`src/rtl/fetch_queue.sv`:
```
// rtl/fetch_queue.sv - instruction fetch stage with a PC-tagged prefetch queue
// Owns the fetch PC, issues word fetches over req/ack and hands buffered words to decode.
module fetch_queue #(
    parameter int unsigned DEPTH    = 4,
    parameter logic [31:0] RESET_PC = 32'h0000_0000
) (
    input  logic        clock,
    input  logic        reset,
    input  logic        redirect,
    input  logic [31:0] redirect_pc,
    output logic        imem_req,
    output logic [31:0] imem_addr,
    input  logic        imem_ack,
    input  logic [31:0] imem_data,
    output logic        out_valid,
    input  logic        out_ready,
    output logic [31:0] out_instr,
    output logic [31:0] out_pc
);
    localparam int unsigned AW = $clog2(DEPTH);
    localparam logic [AW:0] FULL_COUNT = (AW + 1)'(DEPTH);

    typedef enum logic [1:0] {
        ST_IDLE    = 2'd0,
        ST_REQ     = 2'd1,
        ST_DISCARD = 2'd2
    } state_t;

    state_t        state_q, state_d;
    logic [31:0]   fetch_pc_q, fetch_pc_d;
    logic [31:0]   addr_q, addr_d;
    logic          req_q, req_d;
    logic          valid_q, valid_d;
    logic [AW:0]   count_q, count_d;
    logic [AW-1:0] head_q, head_d;
    logic [AW-1:0] tail_q, tail_d;

    logic [31:0]   entry_instr_q [DEPTH];
    logic [31:0]   entry_pc_q    [DEPTH];

    logic          push;
    logic          pop;
    logic [AW:0]   count_next;
    logic [31:0]   target_pc;

    always_comb begin
        target_pc  = redirect_pc & ~32'h3;
        // A redirect voids both the returning word and any pop in the same cycle.
        pop        = valid_q && out_ready && !redirect;
        push       = (state_q == ST_REQ) && imem_ack && !redirect;
        count_next = count_q + (AW + 1)'(push) - (AW + 1)'(pop);

        state_d    = state_q;
        fetch_pc_d = fetch_pc_q;
        addr_d     = addr_q;
        count_d    = count_next;
        head_d     = head_q;
        tail_d     = tail_q;

        if (push) begin
            tail_d = tail_q + AW'(1);
        end
        if (pop) begin
            head_d = head_q + AW'(1);
        end

        if (redirect) begin
            count_d    = '0;
            head_d     = '0;
            tail_d     = '0;
            fetch_pc_d = target_pc;
            case (state_q)
                ST_IDLE: begin
                    state_d = ST_REQ;
                    addr_d  = target_pc;
                end
                ST_REQ: begin
                    // Never move the address mid-handshake; the stale word is dropped later.
                    if (imem_ack) begin
                        addr_d = target_pc;
                    end else begin
                        state_d = ST_DISCARD;
                    end
                end
                ST_DISCARD: begin
                    state_d = ST_DISCARD;
                end
                default: begin
                    state_d = ST_IDLE;
                end
            endcase
        end else begin
            case (state_q)
                ST_IDLE: begin
                    if (count_next < FULL_COUNT) begin
                        state_d = ST_REQ;
                        addr_d  = fetch_pc_q;
                    end
                end
                ST_REQ: begin
                    if (imem_ack) begin
                        fetch_pc_d = fetch_pc_q + 32'd4;
                        if (count_next < FULL_COUNT) begin
                            addr_d = fetch_pc_q + 32'd4;
                        end else begin
                            state_d = ST_IDLE;
                        end
                    end
                end
                ST_DISCARD: begin
                    if (imem_ack) begin
                        state_d = ST_REQ;
                        addr_d  = fetch_pc_q;
                    end
                end
                default: begin
                    state_d = ST_IDLE;
                end
            endcase
        end

        req_d   = (state_d != ST_IDLE);
        valid_d = (count_d != '0);
    end

    always_ff @(posedge clock) begin
        if (reset) begin
            state_q    <= ST_IDLE;
            fetch_pc_q <= RESET_PC;
            addr_q     <= RESET_PC;
            req_q      <= 1'b0;
            valid_q    <= 1'b0;
            count_q    <= '0;
            head_q     <= '0;
            tail_q     <= '0;
        end else begin
            state_q    <= state_d;
            fetch_pc_q <= fetch_pc_d;
            addr_q     <= addr_d;
            req_q      <= req_d;
            valid_q    <= valid_d;
            count_q    <= count_d;
            head_q     <= head_d;
            tail_q     <= tail_d;
        end
    end

    always_ff @(posedge clock) begin
        if (push) begin
            entry_instr_q[tail_q] <= imem_data;
            entry_pc_q[tail_q]    <= addr_q;
        end
    end

    assign imem_req  = req_q;
    assign imem_addr = addr_q;
    assign out_valid = valid_q;
    assign out_instr = valid_q ? entry_instr_q[head_q] : 32'h0;
    assign out_pc    = valid_q ? entry_pc_q[head_q] : 32'h0;

endmodule
```
`config.mk`:
```
export PLATFORM = sky130hd
export DESIGN_NAME = fetch_queue
export DESIGN_NICKNAME = d
export VERILOG_FILES = /design/src/rtl/fetch_queue.sv
export SDC_FILE = /design/constraint.sdc
export NUM_CORES = 1
export LEC_CHECK = 0
export CAP_MARGIN = 20
export CORE_MARGIN = 8
export CORE_UTILIZATION = 30
export DETAILED_ROUTE_END_ITERATION = 12
export SLEW_MARGIN = 15
export SYNTH_ARGS = -nofsm -noshare
export SYNTH_HDL_FRONTEND = slang
export SYNTH_SLANG_ARGS = --single-unit
```
`constraint.sdc`:
```
create_clock -name clock -period 4.7 [get_ports clock]
set_input_delay 0.94 -clock clock [delete_from_list [all_inputs] [get_ports clock]]
set_output_delay 0.94 -clock clock [all_outputs]
set_load 0.01 [all_outputs]
```
Word level (Yosys, flattened, before mapping) --
Memories as Yosys holds them, arrays and structs flattened. A register that Yosys moved wholly into a read port is not among the register bits. Index checks and enable logic that the tools add are counted.
Operators by class: reductions and logical operators 15, $add $sub $neg 5, eq/ne operators 7, muxes and demuxes 28, $lt $le $gt $ge 1
Operator list (number):
- $mux 32 | 11
- $pmux 32 s3 | 1
- $pmux 32 s2 | 1
- $add 32x3->32 const B | 1
- $mux 2 | 10
- $pmux 2 s3 | 2
- $ne 3x3->1 const B | 2
- $reduce_and 6->1 | 1
- $reduce_bool 2->1 | 3
- $reduce_bool 3->1 | 2
- $add 2x1->2 const B | 2
- $logic_and 1x1->1 | 4
- $reduce_and 2->1 | 2
- $add 3x1->3 | 1
- $lt 3x3->1 const B | 1
- $mux 3 | 1
- $ne 3x1->1 const B | 1
- $ne 3x2->1 const B | 1
- $sub 3x1->3 | 1
- $eq 2x1->1 const B | 1
- $eq 2x2->1 const B | 1
- $logic_not 2->1 | 1
- $mux 1 | 2
- $ne 2x2->1 const B | 1
- 2 further kinds | 2
Storage, ports and cells: bits in registers 75, memory bits (writable) 256, logic and storage cells 67, memories 2
Memories:
- entry_instr_q | depth 4, width 32, read ports 1, clocked after memory_dff 1, wr ports 1, RTL line 38 | logic [31:0] entry_instr_q [DEPTH];
- entry_pc_q | depth 4, width 32, read ports 1, clocked after memory_dff 1, wr ports 1, RTL line 39 | logic [31:0] entry_pc_q [DEPTH];

Logic depth before layout (Yosys ltp) --
Gate-level depths: netlist of run 1.
depth in word-level cells 11, mapped depth 17

Worst setup path before layout of run 1 --
No wires, ideal clock.
path kind input port to flip-flop, from input port redirect, to register addr_q[25], in the netlist imem_addr[25], arrival 3.939 ns, stages on the path 17, path buffers 5, path slack 0.675 ns, library setup time 0.086 ns, cell sequence clkbuf_1 -> clkbuf_1 -> buf_1 -> nor2_1 -> inv_1 -> ha_1 -> inv_1 -> ha_1 -> inv_1 -> fa_1 -> xnor3_1 -> nor3_1 -> or2_1 -> clkbuf_1 -> clkbuf_1 -> nor2_1 -> a211oi_1
Between the ends: longest elaborated chain between the ends 7, elaborated cells on any way between the ends 12
Ends and longest elaborated chain:
- from (decl) | RTL line 9 | input logic redirect,
- $logic_not 1->1 | RTL line 49, 50
- $logic_and 1x1->1 | RTL line 50 | push = (state_q == ST_REQ) && imem_ack && !redirect;
- $add 3x1->3 | RTL line 51 | count_next = count_q + (AW + 1)'(push) - (AW + 1)'(pop);
- $sub 3x1->3 | RTL line 51
- $lt 3x3->1 | RTL line 95, 103
- $ne 3x3->1 (no line) or $ne 3x2->1 (tied branches)
- $reduce_and 6->1 (no line)
- to (signal assigned) | RTL line 139 | addr_q <= addr_d;
- to (decl) | RTL line 31 | logic [31:0] addr_q, addr_d;
Several ways; a longest one is shown, not always the timed one. A chain may end at the register's enable or synchronous reset.

==> impl_metrics.csv, run 1 <==
group,metric,value,unit
outcome,status,"completed",
timing,maxSlewHeadroom,0.3036,
power_and_ir_drop,p_int,5.045,mW
synth,syn-instance-count,926,
synth,yosysWarnings,0,
synth,ys_async_sr_fraction,0,
clock_network,cts_buffers,35,
clock_network,clk_path_buf_depth,3,
route,detail_route.wl_per_cell,20.55,µm
route,ant_nets,0,
power_and_ir_drop,power_switching,1.421,mW
global_route,grt_max_degree,64,
synth,syn_area,13600,µm²
route,avgViaCountPerCell,4.877,
timing,hold_violations,0,
synth,ys_seq_elements,321,
timing,setup-tns-final,0,ns
finish,ff_latch_area,8917,µm²
clock_network,hold_buffers,0,
route,wl,34950,µm
power_and_ir_drop,p_leak,5.462,nW
clock_network,worstSkewPairLatency,0.52,ns
finish,antenna_cells,0,
power_and_ir_drop,pwr-share-clk,0.435,
global_route,grt_overflow_total,0,
route,vias,8295,
clock_network,cts_tree,"done",
power_and_ir_drop,p_per_area,378.8,nW/µm²
setup_path,worstSetupPathType,"flop to output pin",
power_and_ir_drop,vdd_drop_max,0.0002301,V
timing,report.final.slew_viol_count,0,
timing,rsz0062_at_grt,"false",
floorplanning,die_w,228.9,µm
global_route,grt_pass1_vias,8503,
setup_path,crit_required,3.76,ns
synth,synth_compound_area_frac,0.06053,
synth,synth-xor-area-share,0.03063,
floorplanning,dieArea,52400,µm²
clock_network,clk_pin_slew,0.06,ns
floorplanning,rows,78,
global_route,grt_use_total,0.1301,
timing,fin_crit,3.826,ns
power_and_ir_drop,p_total,6.466,mW
placed_design,portBuffers,160,
clock_network,clock_sinks,321,
setup_path,endpoint_kind,"output pin",
finish,fill_cells,4310,
synth,seq_area_frac_synth,0.6550,
global_route,grt_pass1_wl,53500,µm
hold_path,holdCritPathClass,"flop to flop",
floorplanning,initial_core_util,0.3016,
finish,nets,1153,
finish,drive_gt1_frac,0.1362,
timing,fmax,261.3,MHz
clock_network,cts_resized,0,
flow_run,maxCapViolations,0,
synth,synth-simple-area-share,0.1165,
synth,syn_avg_cell_area,14.69,µm²
synth,synth_edf_count,248,
global_route,antenna_found_initial,1,
setup_path,crit_path_start_kind,"flop",
finish,area_growth_syn_to_layout,25.51,%
setup_path,worst-path-max-fanout,30,
clock_network,clockRootBuffer,"clkbuf_16",
synth,yosys.area_share.adder,0.007912,
route,drt-pass1-iter-count,5,
placed_design,preCtsSetupSlack,0.6405,ns
timing,worst_pin_slew,1.045,ns
finish,fin_util,0.3786,
placed_design,gp_congestion,0.8792,
timing,fin_crit_sh,0.8141,
clock_network,cts_setup_buffers,0,
power_and_ir_drop,swShare,0.2198,
power_and_ir_drop,seq_power_share,0.498,
finish,stdcell_area,17070,µm²
timing,setup-violations-final,0,
placed_design,hpwlAfterDp,22220,µm
finish,multiInputGateArea,4397,µm²
synth,synthMuxAreaShare,0.1050,
synth,ys.flop_type,"edfxtp_1",
placed_design,place_area,15910,µm²
floorplanning,core_area,45090,µm²
floorplanning,fp.dieH,228.9,µm
route,dr.first_iter.drc_count,664,
setup_path,cp_data_arrival_time,2.89,ns
clock_network,cts.htree.levels,2,
floorplanning,pin_count,167,
synth,synth_top_family_by_area,"simple AND/OR/NAND/NOR gates",
synth,ys_types,64,
timing,finClkSkew,0.01877,ns
power_and_ir_drop,p_comb_frac,0.067,
route,drcViolationCount,0,
timing,setup_ws,0.8735,ns
## cell type report
type,count,area share
flip-flops and latches,321,0.5224
multi-input cells,528,0.2576
repair buffers,177,0.1054
clock buffers,38,0.05197
well taps,600,0.04398
clock inverters,24,0.01583
inverters,13,0.002859
## cell usage in the layout (no fill, tap or decap), types with 17 or more instances in the layout
cell type / Yosys / final
a21oi_1: 34 / 34
and2_1: 64 / 64
clkbuf_16: 0 / 35
clkdlybuf4s50_1: 0 / 159
dfxtp_1: 73 / 70
edfxtp_1: 248 / 248
mux4_2: 62 / 62
nand2_1: 62 / 62
nand2b_1: 17 / 17
nand3_1: 21 / 21
nor2_1: 43 / 42
xnor2_1: 31 / 31
## worst paths after layout
| check | to | start | slack, ns | cells past startpoint |
|---|---|---|---|---|
| worst max register to register | imem_addr[15] | state_q[1] | 1.65 | 13 |
| worst min-delay path | tail_q[0] | tail_q[0] | 0.49 | 2 |
| worst max-delay path | out_pc[14] | flop | 0.87 | 4 |
| worst min register to register | tail_q[0] | tail_q[0] | 0.49 | 2 |
## layer usage
layer / share of wire / up-vias / wire [µm] / GRT usage
li1: - / 3835 / - / -
met1: 0.43 / 4219 / 15200 / 0.1675
met2: 0.49 / 196 / 17020 / 0.2169
met3: 0.060 / 43 / 2089 / 0.03462
met4: 0.018 / 2 / 634 / 0.03009
met5: 0.00034 / - / 12 / 0
## state kept, by name (all words and copies together), names as in the netlist, named ones only
signal	cells
count_q	3
entry_instr_q	128
entry_pc_q	120
fetch_pc_q	30
head_q	2
imem_addr	30
imem_req	1
out_valid	1
state_q	2
tail_q	2
## logic make-up after synthesis
family,after synthesis
xor gates and xnor gates,46
buffers and inverters,80
DFF,321
AOI/OAI and AO/OA,119
other,1
adders and majority gates,8
muxes,65
and+or+nand+nor,286
## stage by stage
stage	cells	hold slack [ns]
after detailed placement	1639	0.4855
final	1701	0.4930
after floorplan	929	0.4658
after global placement	1639	0.4827
after CTS	1701	0.4941
after global routing	1701	0.5369
## critical path: stages, from the launching register on
cell and delay, ns:
dfxtp_4 0.83, buf_4 0.35, mux4_2 0.52, and2_1 0.17, clkdlybuf4s50_1 0.48
## cell usage after synthesis (3+ instances only)
| library cell | n | area share |
|---|---|---|
| nand2_1 | 62 | 0.017 |
| clkbuf_1 | 47 | 0.013 |
| buf_2 | 8 | 0.0029 |
| nor2_1 | 43 | 0.012 |
| o21ai_0 | 13 | 0.0048 |
| nand2b_1 | 17 | 0.0078 |
| o21a_1 | 3 | 0.0017 |
| buf_4 | 5 | 0.0028 |
| edfxtp_1 | 248 | 0.55 |
| a211oi_1 | 12 | 0.0066 |
| a221oi_1 | 3 | 0.0019 |
| and3_1 | 11 | 0.0051 |
| ha_1 | 7 | 0.0064 |
| nor3_1 | 13 | 0.0048 |
| a21boi_0 | 3 | 0.0017 |
| xnor2_1 | 31 | 0.020 |
| o41ai_1 | 3 | 0.0019 |
| o221ai_1 | 5 | 0.0032 |
| and2_1 | 64 | 0.029 |
| o211a_1 | 6 | 0.0044 |
| inv_1 | 12 | 0.0033 |
| and3b_1 | 3 | 0.0019 |
| xor2_1 | 14 | 0.0090 |
| a21oi_1 | 34 | 0.013 |
| nor2b_1 | 3 | 0.0014 |
| or4_1 | 3 | 0.0017 |
| o211ai_1 | 13 | 0.0072 |
| buf_1 | 7 | 0.0019 |
| and4_1 | 4 | 0.0026 |
| nand4_1 | 13 | 0.0060 |
| a31oi_1 | 6 | 0.0028 |
| nand3_1 | 21 | 0.0077 |
| dfxtp_1 | 73 | 0.11 |
| o311ai_0 | 4 | 0.0026 |
| o31a_1 | 3 | 0.0019 |
| nor4_1 | 14 | 0.0064 |
| mux4_2 | 62 | 0.10 |
## power groups by stage
stage                     registers [mW]  logic (mW)  clock network (mW)
after floorplan                     3.26       0.213                   0
after global placement              3.28       0.433                   0
after detailed placement            3.29       0.438                   0
after CTS                           3.22       0.440                2.88
after global routing                3.23       0.471                2.98
final                               3.22       0.432                2.81
Note: power is estimated with default switching activity, not from simulation.
==> run 2, diff against run 1 <==
==> constraint.sdc (replaced) <==
create_clock -name clock -period 3.61 [get_ports clock]
set_input_delay 0.722 -clock clock [delete_from_list [all_inputs] [get_ports clock]]
set_output_delay 0.722 -clock clock [all_outputs]
set_load 0.01 [all_outputs]
==> run 2 against run 1 <==
Core utilization is 0.36 points higher. Global-route usage hardly changed. First-iteration DRC count is 24% lower. Power is 28% higher. Sequential cell count stayed put. Final area is 0.96% higher. Sequential share of layout area is 0.50 points lower. Cell count is 1.2% higher. Non-clock buffer count is 24 higher. Count of clock-buffer cells in the layout is 1 higher. Clock power is 26% higher. Critical path depth stayed put.
==> impl_metrics.csv, run 2 (synthesis gave the netlist of run 1 again) <==
group,metric,value,unit
timing,fin_crit,3.333,ns
global_route,grt_pass1_vias,8687,
timing,fmax,300.0,MHz
timing,fin_crit_sh,0.9232,
clock_network,cts_tree,"done",
global_route,antenna_found_initial,0,
outcome,status,"completed",
route,drt-pass1-iter-count,4,
setup_path,worst-path-max-fanout,29,
clock_network,cts_buffers,34,
finish,ff_latch_area,8917,µm²
timing,worst_hold_slack,0.4964,ns
clock_network,cts_resized,0,
route,wl,34760,µm
global_route,grt_pass1_wl,53450,µm
timing,hold_violations,0,
clock_network,worstSkewPairLatency,0.52,ns
setup_path,worstSetupPathType,"flop to output pin",
setup_path,crit_path_start_kind,"flop",
power_and_ir_drop,vdd_drop_max,0.0002245,V
clock_network,clk_path_buf_depth,3,
setup_path,r2r-start,"state_q[1]",
clock_network,clockRootBuffer,"clkbuf_16",
floorplanning,rows,78,
timing,finClkSkew,0.02245,ns
finish,fin_cells,1722,
finish,stdcell_area,17230,µm²
setup_path,crit_required,2.89,ns
clock_network,cts.htree.levels,2,
timing,rsz0062_at_grt,"false",
placed_design,dp_cells,1663,
finish,top_regs,"entry_instr_q x128, entry_pc_q x120",
finish,top_register,"entry_instr_q",
global_route,grt_overflow_total,0,
clock_network,clk_pin_slew,0.06,ns
floorplanning,initial_core_util,0.3016,
setup_path,cp-endpoint,"out_pc[5]",
floorplanning,die_w,228.9,µm
finish,nets,1176,
timing,setup-tns-final,0,ns
flow_run,maxCapViolations,0,
timing,setup-violations-final,0,
floorplanning,core_area,45090,µm²
timing,maxSlewHeadroom,0.5066,
timing,worst_pin_slew,0.7340,ns
finish,antenna_cells,0,
finish,fill_cells,4259,
finish,area_growth_syn_to_layout,26.72,%
placed_design,hpwlAfterDp,23220,µm
placed_design,portBuffers,160,
route,drcViolationCount,0,
global_route,grt_use_total,0.1304,
power_and_ir_drop,p_leak,5.575,nW
setup_path,endpoint_kind,"output pin",
floorplanning,pin_count,167,
floorplanning,fp.dieH,228.9,µm
finish,layout_common_cells,"edfxtp_1 (248), clkdlybuf4s50_1 (159), dfxtp_1 (70)",
power_and_ir_drop,p_per_area,481.5,nW/µm²
timing,report.final.slew_viol_count,0,
route,ant_nets,0,
route,dr.first_iter.drc_count,506,
global_route,grt_max_degree,64,
clock_network,hold_buffers,0,
placed_design,gp_congestion,0.8597,
setup_path,r2r_cells,13,
floorplanning,dieArea,52400,µm²
setup_path,ff2ff_setup_slack,0.67,ns
finish,largest_reg_flops,128,
finish,multiInputGateArea,4397,µm²
setup_path,r2r-end,"imem_addr[7]",
finish,drive_gt1_frac,0.1542,
clock_network,clock_sinks,321,
power_and_ir_drop,p_total,8.298,mW
clock_network,cts_setup_buffers,0,
finish,final_common_cell,"edfxtp_1",
route,avgViaCountPerCell,4.836,
placed_design,place_area,16120,µm²
route,vias,8327,
route,detail_route.wl_per_cell,20.18,µm
setup_path,cp_data_arrival_time,2.61,ns
hold_path,holdCritPathClass,"flop to flop",
run 2: changes by cell type in the layout (fill, tap and decap cells not counted), sizes merged:
cell / delta
clkbuf: +1
inv: -1
bufinv: -1
buf: +24
clkinv: -2
run 2: critical path, cell delays in order (launching register included):
cell             delay (ns)
dfxtp_4                0.53
buf_12                 0.29
mux4_2                 0.53
and2_1                 0.20
clkdlybuf4s50_1        0.48
run 2: final cells by class:
cell class                      count  share of cell area
Sequential cell                   321              0.5174
Clock inverter                     20             0.01307
Tap cell                          600             0.04356
Clock buffer                       39             0.05169
Multi-Input combinational cell    528              0.2551
Timing Repair Buffer              201              0.1163
Inverter                           13            0.002831
run 2: how the worst min path moves through the flow:
stage,start,end,slack (ns),cells after the start
4_1_cts,tail_q[1],tail_q[1],0.50,2
2_1_floorplan,tail_q[0],tail_q[0],0.47,2
3_3_place_gp,tail_q[0],tail_q[0],0.48,2
5_1_grt,tail_q[0],tail_q[0],0.53,2
3_5_place_dp,tail_q[1],tail_q[1],0.49,2
6_report,tail_q[1],tail_q[1],0.50,2
run 2: report_power, final:
| group | switching, mW | total [mW] | leakage [nW] | internal (mW) |
|---|---|---|---|---|
| clock | 1.41 | 3.53 | 0.548 | 2.13 |
| combinational | 0.283 | 0.570 | 2.16 | 0.287 |
| sequential | 0.113 | 4.20 | 2.86 | 4.08 |
run 2: through the flow:
| step | setup WS (ns) | utilization |
|---|---|---|
| final | 0.2771 | 0.3822 |
| after detailed placement | -0.1368 | 0.3575 |
| after CTS | 0.2134 | 0.3822 |
| after global routing | 0.1354 | 0.3822 |
| after global placement | -0.07281 | 0.3575 |
| after floorplan | 0.04735 | - |
run 2: routing by layer:
metal / vias to the layer above / global-route usage / share of wire
met4: 0 / 0.03626 / 0.021
met5: - / 0 / 0
met1: 4192 / 0.1580 / 0.42
met3: 54 / 0.02767 / 0.051
li1: 3876 / - / -
met2: 205 / 0.2315 / 0.51
==> run 3, diff against run 2 <==
--- a/config.mk
+++ b/config.mk
@@ -5,6 +5,7 @@
 export SDC_FILE = /design/constraint.sdc
 export NUM_CORES = 1
 export LEC_CHECK = 0
+export ABC_AREA = 1
 export CAP_MARGIN = 20
 export CORE_MARGIN = 8
 export CORE_UTILIZATION = 30
@@ -13,3 +14,4 @@
 export SYNTH_ARGS = -nofsm -noshare
 export SYNTH_HDL_FRONTEND = slang
 export SYNTH_SLANG_ARGS = --single-unit
+export TNS_END_PERCENT = 50
==> run 3 against run 2 <==
Die area grew 2.6%. Sequential share of layout area is 1.1 points lower. Cell count increased by 30%. Hold slack improved by 0.019 ns. Clock power increased by 11%. Sequential power is essentially flat. Register-to-register slack got worse by 0.07 ns. Critical path depth is 2 higher. Via count increased by 28%. Wire length is 14% higher. Critical endpoint is now out_pc[12]. Largest cell class unchanged. Largest power group unchanged.
==> impl_metrics.csv, run 3 <==
group,metric,value,unit
floorplanning,pin_count,167,
setup_path,crit_required,2.89,ns
clock_network,cts_tree,"done",
finish,layout_common_cells,"nor2_1 (346), edfxtp_1 (248), nand2_1 (225)",
clock_network,worstSkewPairLatency,0.53,ns
synth,ys_async_sr_fraction,0,
clock_network,cts_buffers,38,
synth,seq_area_frac_synth,0.6374,
finish,antenna_cells,0,
global_route,grt_overflow_total,0,
route,detail_route.wl_per_cell,17.67,µm
clock_network,clk_pin_slew,0.06,ns
synth,syn-instance-count,1462,
timing,fin_crit,3.351,ns
placed_design,hpwlAfterDp,25390,µm
finish,largest_reg_flops,128,
synth,yosysWarnings,0,
finish,nets,1685,
route,drcViolationCount,0,
global_route,grt_pass1_wl,61720,µm
flow_run,maxCapViolations,0,
synth,syn_avg_cell_area,9.559,µm²
setup_path,cp_data_arrival_time,2.63,ns
setup_path,endpoint_kind,"output pin",
synth,synth_area_leaders,"edfxtp_1 (53%), dfxtp_1 (10%), nor2_1 (9.4%)",
clock_network,clockRootBuffer,"clkbuf_16",
finish,fin_cells,2244,
timing,setup-violations-final,0,
timing,rsz0062_at_grt,"false",
route,avgViaCountPerCell,4.764,
timing,finClkSkew,0.01548,ns
finish,final_common_cell,"nor2_1",
finish,stdcell_area,17610,µm²
synth,yosysMostFrequentCell,"nor2_1",
placed_design,portBuffers,160,
setup_path,crit_path_start_kind,"flop",
floorplanning,rows,79,
global_route,grt_max_degree,89,
route,ant_nets,0,
placed_design,preCtsSetupSlack,0.07711,ns
route,vias,10690,
timing,hold_violations,0,
route,drt-pass1-iter-count,5,
synth,ys_types,35,
finish,area_growth_syn_to_layout,26.02,%
floorplanning,initial_core_util,0.3021,
floorplanning,dieArea,53750,µm²
finish,top_regs,"entry_instr_q x128, entry_pc_q x120",
clock_network,cts.htree.levels,2,
clock_network,clk_path_buf_depth,3,
timing,worst_pin_slew,0.7531,ns
synth,netlist.area_leader.share,0.5329,
finish,drive_gt1_frac,0.07086,
synth,yosysTopAreaCell,"edfxtp_1",
power_and_ir_drop,vdd_drop_max,0.0002506,V
outcome,status,"completed",
global_route,grt_use_total,0.1456,
hold_path,holdCritPathClass,"flop to flop",
clock_network,cts_setup_buffers,0,
synth,syn_area,13980,µm²
global_route,grt_pass1_vias,10610,
timing,fin_crit_sh,0.9284,
floorplanning,core_area,46260,µm²
placed_design,gp_congestion,0.8847,
timing,maxSlewHeadroom,0.4974,
floorplanning,die_w,231.8,µm
synth,ys_seq_elements,321,
synth,ys.flop_type,"edfxtp_1",
route,dr.first_iter.drc_count,771,
synth,synth_edf_count,248,
route,wl,39650,µm
timing,setup_ws,0.2586,ns
clock_network,clock_sinks,321,
timing,report.final.slew_viol_count,0,
power_and_ir_drop,p_leak,6.238,nW
power_and_ir_drop,p_per_area,501.5,nW/µm²
setup_path,worstSetupPathType,"flop to output pin",
global_route,antenna_found_initial,0,
clock_network,cts_resized,0,
finish,top_register,"entry_instr_q",
floorplanning,fp.dieH,231.8,µm
placed_design,dp_cells,2175,
setup_path,worst-path-max-fanout,38,
clock_network,hold_buffers,0,
placed_design,place_area,16310,µm²
timing,fmax,298.4,MHz
synth,synth_common_cells,"nor2_1 (350), edfxtp_1 (248), nand2_1 (225), o21ai_0 (178), a21oi_1 (111)",
-- run 3: routing by layer --
layer	GRT usage	up-vias	share of wire
met2	0.2445	329	0.47
li1	-	5222	-
met3	0.03054	56	0.058
met5	0	-	0
met4	0.04151	0	0.022
met1	0.1879	5084	0.45
-- run 3: worst paths after layout --
check	startpoint	to	slack [ns]	depth (start not counted)
setup / recovery	flop	out_pc[12]	0.26	6
hold / removal	head_q[0]	head_q[0]	0.51	2
hold reg to reg	head_q[0]	head_q[0]	0.51	2
setup reg to reg	state_q[0]	imem_addr[10]	0.60	17
-- run 3: final cells by class --
class                   instances  area [µm²]
repair buffers                184        1889
multi-input cells             974        4408
clock inverters                19       182.7
fillers                      4599       28650
well taps                     607       759.5
flip-flops and latches        321        8914
inverters                      89       335.3
clock buffers                  50        1125
-- run 3: where the power goes --
group	switching [mW]	internal (mW)	total [mW]
registers	0.131	4.10	4.23
clock network	1.51	2.42	3.93
logic	0.383	0.284	0.667
-- run 3: stage by stage --
step	power [mW]	hold WS, ns	util	setup TNS [ns]
5_1_grt	9.192	0.5574	0.3807	0
4_1_cts	8.960	0.5174	0.3807	0
3_3_place_gp	4.967	0.4888	0.3525	0
3_5_place_dp	4.980	0.5035	0.3525	0
2_1_floorplan	4.607	0.4669	-	-244.65
6_report	8.833	0.5150	0.3807	0
-- run 3: cells by family (layout without fill, tap and decap cells) --
family | after synthesis | count (layout) | synth area share
and+or+nand+nor | 634 | 634 | 0.1783
xor gates and xnor gates | 10 | 10 | 0.006267
AOI/OAI and AO/OA | 318 | 318 | 0.1199
adders and majority gates | 8 | 8 | 0.007699
buffers and inverters | 170 | 342 | 0.05013
other | 1 | 4 | 0.0002683
DFF | 321 | 321 | 0.6374
-- run 3: critical path: stages, from the launching register on --
cell and delay (ns):
dfxtp_2 0.34, buf_4 0.32, buf_4 0.53, nor2_1 0.10
o21ai_0 0.09, a21oi_1 0.10, clkdlybuf4s50_1 0.60
